`src/rtl/jk_pkg.sv`:
```
// Shared op codes, FSM state encoding and the per-bit JK next-state rule
// used by the bank and by the scheduler's read-back path.
package jk_pkg;

  localparam logic [1:0] OP_HOLD = 2'b00;
  localparam logic [1:0] OP_CLR  = 2'b01;
  localparam logic [1:0] OP_SET  = 2'b10;
  localparam logic [1:0] OP_TGL  = 2'b11;

  typedef enum logic [1:0] {
    ST_IDLE  = 2'd0,
    ST_APPLY = 2'd1,
    ST_DONE  = 2'd2
  } state_e;

  // {j,k} uses the same encoding as the request op field
  function automatic logic jk_bit(input logic cur, input logic j, input logic k);
    logic nxt;
    case ({j, k})
      OP_HOLD: nxt = cur;
      OP_CLR:  nxt = 1'b0;
      OP_SET:  nxt = 1'b1;
      default: nxt = ~cur;
    endcase
    return nxt;
  endfunction

endpackage

```
`src/rtl/jk_bank.sv`:
```
// Bank of WIDTH JK flip-flops; q updates on every posedge from j/k (j=k=0 holds).
// Synchronous active-low reset clears the whole bank.
module jk_bank
  import jk_pkg::*;
#(
  parameter int WIDTH = 8
) (
  input  logic             clk,
  input  logic             rst,
  input  logic [WIDTH-1:0] j,
  input  logic [WIDTH-1:0] k,
  output logic [WIDTH-1:0] q
);

  logic [WIDTH-1:0] q_q;
  logic [WIDTH-1:0] q_d;

  always_comb begin
    q_d = q_q;
    for (int b = 0; b < WIDTH; b++) begin
      q_d[b] = jk_bit(q_q[b], j[b], k[b]);
    end
  end

  always_ff @(posedge clk) begin
    if (!rst) begin
      q_q <= '0;
    end else begin
      q_q <= q_d;
    end
  end

  assign q = q_q;

endmodule

```
`src/rtl/jk_bank_sched.sv`:
```
// Round-robin scheduler for a shared JK bank: accept in IDLE, apply for one cycle,
// report rd_q with a done pulse two cycles after accept; requests wait while busy.
module jk_bank_sched
  import jk_pkg::*;
#(
  parameter int NREQ  = 4,
  parameter int WIDTH = 8
) (
  input  logic                  clk,
  input  logic                  rst,
  input  logic [NREQ-1:0]       req_valid,
  input  logic [2*NREQ-1:0]     req_op,
  input  logic [WIDTH*NREQ-1:0] req_mask,
  output logic [NREQ-1:0]       req_ready,
  output logic [NREQ-1:0]       done,
  output logic [WIDTH-1:0]      rd_q,
  output logic [WIDTH-1:0]      q,
  output logic                  busy
);

  localparam int IW = (NREQ > 1) ? $clog2(NREQ) : 1;

  state_e           state_q, state_d;
  logic [IW-1:0]    rr_q, rr_d;
  logic [IW-1:0]    win_q, win_d;
  logic [1:0]       op_q, op_d;
  logic [WIDTH-1:0] mask_q, mask_d;
  logic [WIDTH-1:0] rd_q_q, rd_q_d;
  logic [WIDTH-1:0] j, k;
  logic [WIDTH-1:0] bank_q;
  logic [IW-1:0]    pick;
  logic             found;

  // First valid requester at or after the rr pointer, wrapping
  always_comb begin
    int idx;
    idx   = 0;
    pick  = '0;
    found = 1'b0;
    for (int off = 0; off < NREQ; off++) begin
      idx = int'(rr_q) + off;
      if (idx >= NREQ) idx = idx - NREQ;
      if (!found && req_valid[idx]) begin
        found = 1'b1;
        pick  = IW'(idx);
      end
    end
  end

  always_comb begin
    state_d   = state_q;
    rr_d      = rr_q;
    win_d     = win_q;
    op_d      = op_q;
    mask_d    = mask_q;
    rd_q_d    = rd_q_q;
    req_ready = '0;
    done      = '0;
    j         = '0;
    k         = '0;
    case (state_q)
      ST_IDLE: begin
        if (found) begin
          req_ready[pick] = 1'b1;
          win_d           = pick;
          op_d            = req_op[2*pick +: 2];
          mask_d          = req_mask[WIDTH*pick +: WIDTH];
          rr_d            = (pick == IW'(NREQ - 1)) ? '0 : pick + 1'b1;
          state_d         = ST_APPLY;
        end
      end
      ST_APPLY: begin
        j = {WIDTH{op_q[1]}} & mask_q;
        k = {WIDTH{op_q[0]}} & mask_q;
        // Capture the value the bank is about to take so rd_q is ready in DONE
        for (int b = 0; b < WIDTH; b++) begin
          rd_q_d[b] = jk_bit(bank_q[b], j[b], k[b]);
        end
        state_d = ST_DONE;
      end
      ST_DONE: begin
        done[win_q] = 1'b1;
        state_d     = ST_IDLE;
      end
      default: state_d = ST_IDLE;
    endcase
    // Pulses are suppressed while reset is asserted, even mid-operation
    if (!rst) begin
      req_ready = '0;
      done      = '0;
    end
  end

  always_ff @(posedge clk) begin
    if (!rst) begin
      state_q <= ST_IDLE;
      rr_q    <= '0;
      win_q   <= '0;
      op_q    <= OP_HOLD;
      mask_q  <= '0;
      rd_q_q  <= '0;
    end else begin
      state_q <= state_d;
      rr_q    <= rr_d;
      win_q   <= win_d;
      op_q    <= op_d;
      mask_q  <= mask_d;
      rd_q_q  <= rd_q_d;
    end
  end

  jk_bank #(.WIDTH(WIDTH)) u_bank (
    .clk (clk),
    .rst (rst),
    .j   (j),
    .k   (k),
    .q   (bank_q)
  );

  assign q    = bank_q;
  assign rd_q = rd_q_q;
  assign busy = rst && (state_q != ST_IDLE);

endmodule

```
`config.mk`:
```
export PLATFORM = sky130hd
export DESIGN_NAME = jk_bank_sched
export DESIGN_NICKNAME = d
export VERILOG_FILES = /design/src/rtl/jk_pkg.sv /design/src/rtl/jk_bank.sv /design/src/rtl/jk_bank_sched.sv
export SDC_FILE = /design/constraint.sdc
export NUM_CORES = 1
export LEC_CHECK = 0
export CORE_UTILIZATION = 40
export DETAILED_ROUTE_END_ITERATION = 16
export PLACE_DENSITY = 0.71
export SYNTH_ARGS = -nofsm -noshare
export SYNTH_HDL_FRONTEND = slang
export SYNTH_HIERARCHICAL = 1
export SYNTH_SLANG_ARGS = --single-unit
```
`constraint.sdc`:
```
create_clock -name clk -period 5.69 [get_ports clk]
set_input_delay 1.138 -clock clk [delete_from_list [all_inputs] [get_ports clk]]
set_output_delay 1.138 -clock clk [all_outputs]
set_load 0.01 [all_outputs]
```
# After elaboration in Yosys (flattened, before gate mapping)
# Index checks and enable logic that the tools add are counted.
[word_totals] wordCells=164 input_bits=46 output_inout_bits=25 reg_bits=32
[op_classes] n_reduce_logical=28 shifts=2 mux=54 addsub=8 n_eq_ne=36 order_cmp=12 bitwise=10
[op_table] op="32-bit by 4-bit less-than comparator with 1-bit output (second input constant)" count=4
[op_table] op="32-bit 2-to-1 mux" count=4
[op_table] op="1-bit one-hot mux with 3 select lines" count=16
[op_table] op="2-bit == test (second input constant)" count=18
[op_table] op="2-bit by 1-bit == test with 1-bit output (second input constant)" count=17
[op_table] op="2-bit zero test" count=17
[op_table] op="32-bit by 6-bit indexed part select with 8-bit output" count=1
[op_table] op="4-bit 2-to-1 mux" count=5
[op_table] op="8-bit AND" count=2
[op_table] op="8-bit 2-to-1 mux" count=2
[op_table] op="1-bit 2-to-1 mux" count=14
[op_table] op="2-bit 2-to-1 mux" count=6
[op_table] op="3-bit by 3-bit subtractor with 4-bit output (second input constant)" count=3
[op_table] op="3-bit greater-or-equal comparator (second input constant)" count=3
[op_table] op="1-bit binary-select mux with 2-bit select" count=4
[op_table] op="1-bit inverter" count=8
[op_table] op="8-bit by 4-bit indexed part select with 2-bit output" count=1
[op_table] op="2-bit by 2-bit adder with 3-bit output (second input constant)" count=2
[op_table] op="1-bit logical AND" count=6
[op_table] op="2-bit by 3-bit less-than comparator with 1-bit output (second input constant)" count=2
[op_table] op="1-bit demux with 2-bit select" count=2
[op_table] op="2-bit by 1-bit greater-or-equal comparator with 1-bit output (second input constant)" count=2
[op_table] op="2-bit one-hot mux with 2 select lines" count=1
[op_table] op="2-bit by 3-bit subtractor with 4-bit output (second input constant)" count=1
[op_table] op="other kinds (7)" count=9

# Longest topological paths before layout
[depth] depth_word=22 mapped_depth=7 mapped_depth_nobuf=6

# Modules after synthesis
# The synthesis kept the hierarchy.
[by_module_without_submodules] mod="jk_bank_sched" n_inst=1 seq_area_each_um2=480.5 area_each_um2=1516.5 cells_each=170
[by_module_without_submodules] mod="jk_bank" n_inst=1 seq_area_each_um2=160.2 area_each_um2=614.3 cells_each=73

# Worst setup path before layout
# Ideal clock, no wire load.
[synth_path] path_kind="input to output" startpoint="input req_valid[0]" endpoint="output req_ready[3]" path_slack_ps=2135 stages=6 path_buffers=1 arrival_time_ps=2417 required_time_ps=4552 path_cell_list="nor2b_1 -> or4_4 -> nand2_4 -> buf_8 -> ha_1 -> and3_1"
[synth_via] elab_chain_len=20 elab_cells_between_ends=34 classes_between="2 x order compare; 25 x mux; 7 x reduce/logical"
[synth_rtl] element="start, declared" line_no="jk_bank_sched.sv:11" text="input logic [NREQ-1:0] req_valid,"
[synth_rtl] element="1-bit binary-select mux with 2-bit select" line_no="jk_bank_sched.sv:43" text="if (!found && req_valid[idx]) begin"
[synth_rtl] element="1-bit 2-to-1 mux (not written as such) (2 in series)" line_no="jk_bank_sched.sv:43"
[synth_rtl] element="1-bit 2-to-1 mux" line_no="jk_bank_sched.sv:43"
[synth_rtl] element="1-bit zero test" line_no="jk_bank_sched.sv:43"
[synth_rtl] element="1-bit logical AND" line_no="jk_bank_sched.sv:43"
[synth_rtl] element="1-bit 2-to-1 mux" line_no="jk_bank_sched.sv:43"
[synth_rtl] element="1-bit zero test" line_no="jk_bank_sched.sv:43"
[synth_rtl] element="1-bit logical AND" line_no="jk_bank_sched.sv:43"
[synth_rtl] element="[3 not listed]"
[synth_rtl] element="2-bit 2-to-1 mux" line_no="jk_bank_sched.sv:43"
[synth_rtl] element="2-bit by 3-bit less-than comparator with 1-bit output (not written as such) or 2-bit by 1-bit greater-or-equal comparator with 1-bit output (tied branches)" line_no="jk_bank_sched.sv:64" text="req_ready[pick] = 1'b1;"
[synth_rtl] element="1-bit logical AND (not written as such)" line_no="jk_bank_sched.sv:64"
[synth_rtl] element="1-bit 2-to-1 mux (not written as such)" line_no="jk_bank_sched.sv:64"
[synth_rtl] element="1-bit demux with 2-bit select" line_no="jk_bank_sched.sv:64"
[synth_rtl] element="4-bit 2-to-1 mux *" line_no="jk_bank_sched.sv:63" text="if (found) begin"
[synth_rtl] element="4-bit 2-to-1 mux *" line_no="jk_bank_sched.sv:61" text="case (state_q)"
[synth_rtl] element="4-bit 2-to-1 mux *" line_no="jk_bank_sched.sv:88" text="if (!rst) begin"
[synth_rtl] element="end, declared" line_no="jk_bank_sched.sv:14" text="output logic [NREQ-1:0] req_ready,"
# Mark *: on every way between the ends. The rest lies on a longest branch, timed or not. The select of a mux whose other input is x is not followed.

# Worst setup path in the final report
# Ends and elaborated chain as after synthesis.

==> impl_results.md <==
- Status: completed
- Slew @ Worst Pin: 0.889 ns
- Final GP Congestion: 0.755
- RSZ-0062 raised after global routing: false
- Pwr Density: 221 mW/mm^2
- Setup Viol. Count Final: 0
- Sequential area share after synthesis: 30.1%
- Area leader, netlist: dfxtp_1
- Most used cell, CP: clkdlybuf4s50_1
- Hold_sp: rd_q[2]
- Vias per cell: 5.13
- CTS HTree Levels: 2
- CP Cell Sequence: clkdlybuf4s50_1 > nor2b_1 > or4_4 > nand2_4 > ha_1 > and3_1 > clkdlybuf4s50_1
- Worst Hold Endpoint: rd_q[2]
- Arr. time, crit path: 3.51 ns
- Multi-input logic area: 0.00134 sq mm
- DRT iter0 DRCs: 50
- Hold Crit Depth: 2
- Ant diodes: 0
- Post-layout min period: 4.64 ns
- Total Routing Usage GR: 18.9%
- Req. time, crit path: 4.55 ns
- CP startpoint: req_valid[0]
- Syn nets: 306
- Leakage: 1.09 nW
- Cells after Synth: 243
- CP Class: in2out
- Max Buffers Root-to-Sink: 2
- DP Wirelength: 3700 um
- Min-delay worst type: reg2reg
- First-pass GRT wire length: 8080 um
- Worst Setup End Kind: output pin
- Overall power: 0.650 mW
- DR pass1 iterations: 4
- Period Utilization, post-route: 81.6%
- Crit start category: input pin
- Core area: 0.00511 sq mm
- Cts bufs inserted: 5
- Final nets: 371
- DR vias: 1946
- Worst-path fanout max: 25
- Number of synthesis warnings: 6
- Reg2reg path depth: 6
- Port Buf Inserts: 70
- Most frequent cells after synthesis: dfxtp_1 (32), mux2i_1 (22), a21oi_1 (19), inv_1 (19), nand2_1 (19)
- Synth cell types: 34
- # fillers: 478
- Number of max-cap violations: 0
- Die ar.: 0.00562 sq mm
- Clock latency on the worst-skew pair: 0.28 ns
- Worst path top cell family by delay: simple AND/OR/NAND/NOR gates
- Grt total ovfl: 0
- Antenna-violating nets left: 0
- Initial antenna violation count: 0
- TNS Setup: 0 ns
- Final wirelength: 4950 um
- GR Util met2: 36.2%
- F_max: 215 MHz
- CP Buf/Inv Count: 2
- Synth Flop Type: dfxtp_1
- Largest net degree at the start of global routing: 26
- Flop2flop setup slack: 3.31 ns
- Register Area: 641 sq um
- Reg-to-reg endpoint: u_bank/q[3]
- Synth top area share: 30.1%
- Met3 usage: 4.02%
- Post-cts sizing count: 0
- # Post-CTS Setup Buffers: 0
- Synth area leaders: dfxtp_1 (30%), mux2i_1 (10%), ha_1 (10%)
- Slowest-stage cell, CP: or4_4
- DRC Markers: 0
- Die H: 75.0 um
- Starting density of the core: 41.7%
- Slew headroom: 40.6%
- Clock Pin Slew Worst Setup and Hold Paths: 0.07 ns
- FP Rows: 26
- Final hold vios: 0
- CTS tree: built
- Number of flops mapped to enable cells by yosys: 0
- Number of global-route vias before repair: 1849
- Routed len/inst: 13.1 um
- Area Growth Syn to Fin: 38.1%
- Core Util, Final: 57.6%
- Grt met1 use: 20.7%
- Clk sink count: 32
- VDD IR max: 103 uV
- Slowest cell delay on critical path: 0.54 ns
- Register bit count reported by yosys: 32
- # hold bufs at CTS: 0
- Layout cell share with drive strength beyond 1: 5.83%
- R2R Path Start: state_q[0]
- Die W: 75.0 um
- Count leader, synth: dfxtp_1
- Most Used Layer, Global Route: met2
- Io pins: 71
- Asr flop ratio synth: 0%
- Max Slew Vio Count: 0
- CTS root buffer: clkbuf_8
- Skew final: 0.00947 ns
- Syn Area/Cell: 8.77 sq um
- Cell Area, Synth: 0.00213 sq mm
-- final cells by class --
class | count | share of cell area (%)
Tap cell | 70 | 2.98
Inverter | 19 | 2.42
Clock buffer | 8 | 3.06
Sequential cell | 32 | 21.8
Timing Repair Buffer | 72 | 24.3
Multi-Input combinational cell | 178 | 45.4
-- state kept, by name, indices dropped and copies added (netlist names) --
name / flops
win_q: 2
state_q: 2
rr_q: 2
op_q: 2
mask_q: 8
u_bank/q: 8
rd_q: 8
-- placed cells by master (no fill, tap or decap), drive strengths merged, types with 3 or more instances in the layout --
cell	netlist	layout
and3	17	17
or3	8	8
clkdlybuf4s50	0	70
clkbuf	9	8
nor2	7	7
nor3	3	3
a31oi	8	8
dfxtp	32	32
a21oi	19	19
a311oi	8	8
nand2	20	20
mux2i	22	22
inv	19	19
ha	17	17
nor2b	16	16
nand3b	9	9
o221ai	11	11
-- routing by layer --
layer / up-vias / part of all wire (%)
met3: 7 / 2.7
met2: 33 / 51
met4: 0 / 1.2
met1: 900 / 45
li1: 1006 / -
met5: - / 0
-- power breakdown --
group | total, mW | internal [mW] | switching, mW
registers | 0.285 | 0.248 | 0.0366
logic | 0.184 | 0.101 | 0.0835
clock network | 0.182 | 0.0987 | 0.0831
total | 0.650 | 0.447 | 0.203
-- how the worst max path moves through the flow --
| stage | to | slack, ns | cells after the start |
|---|---|---|---|
| global placement | req_ready[3] | 1.05 | 7 |
| floorplan | req_ready[3] | 2.14 | 6 |
| detailed placement | req_ready[3] | 1.04 | 7 |
| global route | req_ready[3] | 0.89 | 7 |
| finish | req_ready[3] | 1.05 | 7 |
| CTS | req_ready[3] | 1.03 | 7 |
-- through the flow --
step                instance area [sq um]  setup slack, ns  hold slack (ns)  std cells
CTS                                  2940             1.03            0.517        379
global placement                     2850             1.05            0.498        371
floorplan                            2130             2.14            0.484        243
detailed placement                   2850             1.04            0.502        371
global route                         2940            0.892            0.540        379
finish                               2940             1.05            0.512        379
-- worst register-to-register path: stages (launching register included) --
cell     delay (ns)
dfxtp_1        0.45
nor2b_1        0.75
and3_1         0.29
inv_1          0.05
ha_1           0.31
or3_1          0.31
a31oi_1        0.16
-- logic make-up after synthesis --
kind of cell,share of synthesized area [%]
mux,10.3
flops,30.1
buf+inv,7.22
fa+ha+maj,9.98
compound gates,17.6
simple gates,24.8
(Power assumes the default switching activity.)
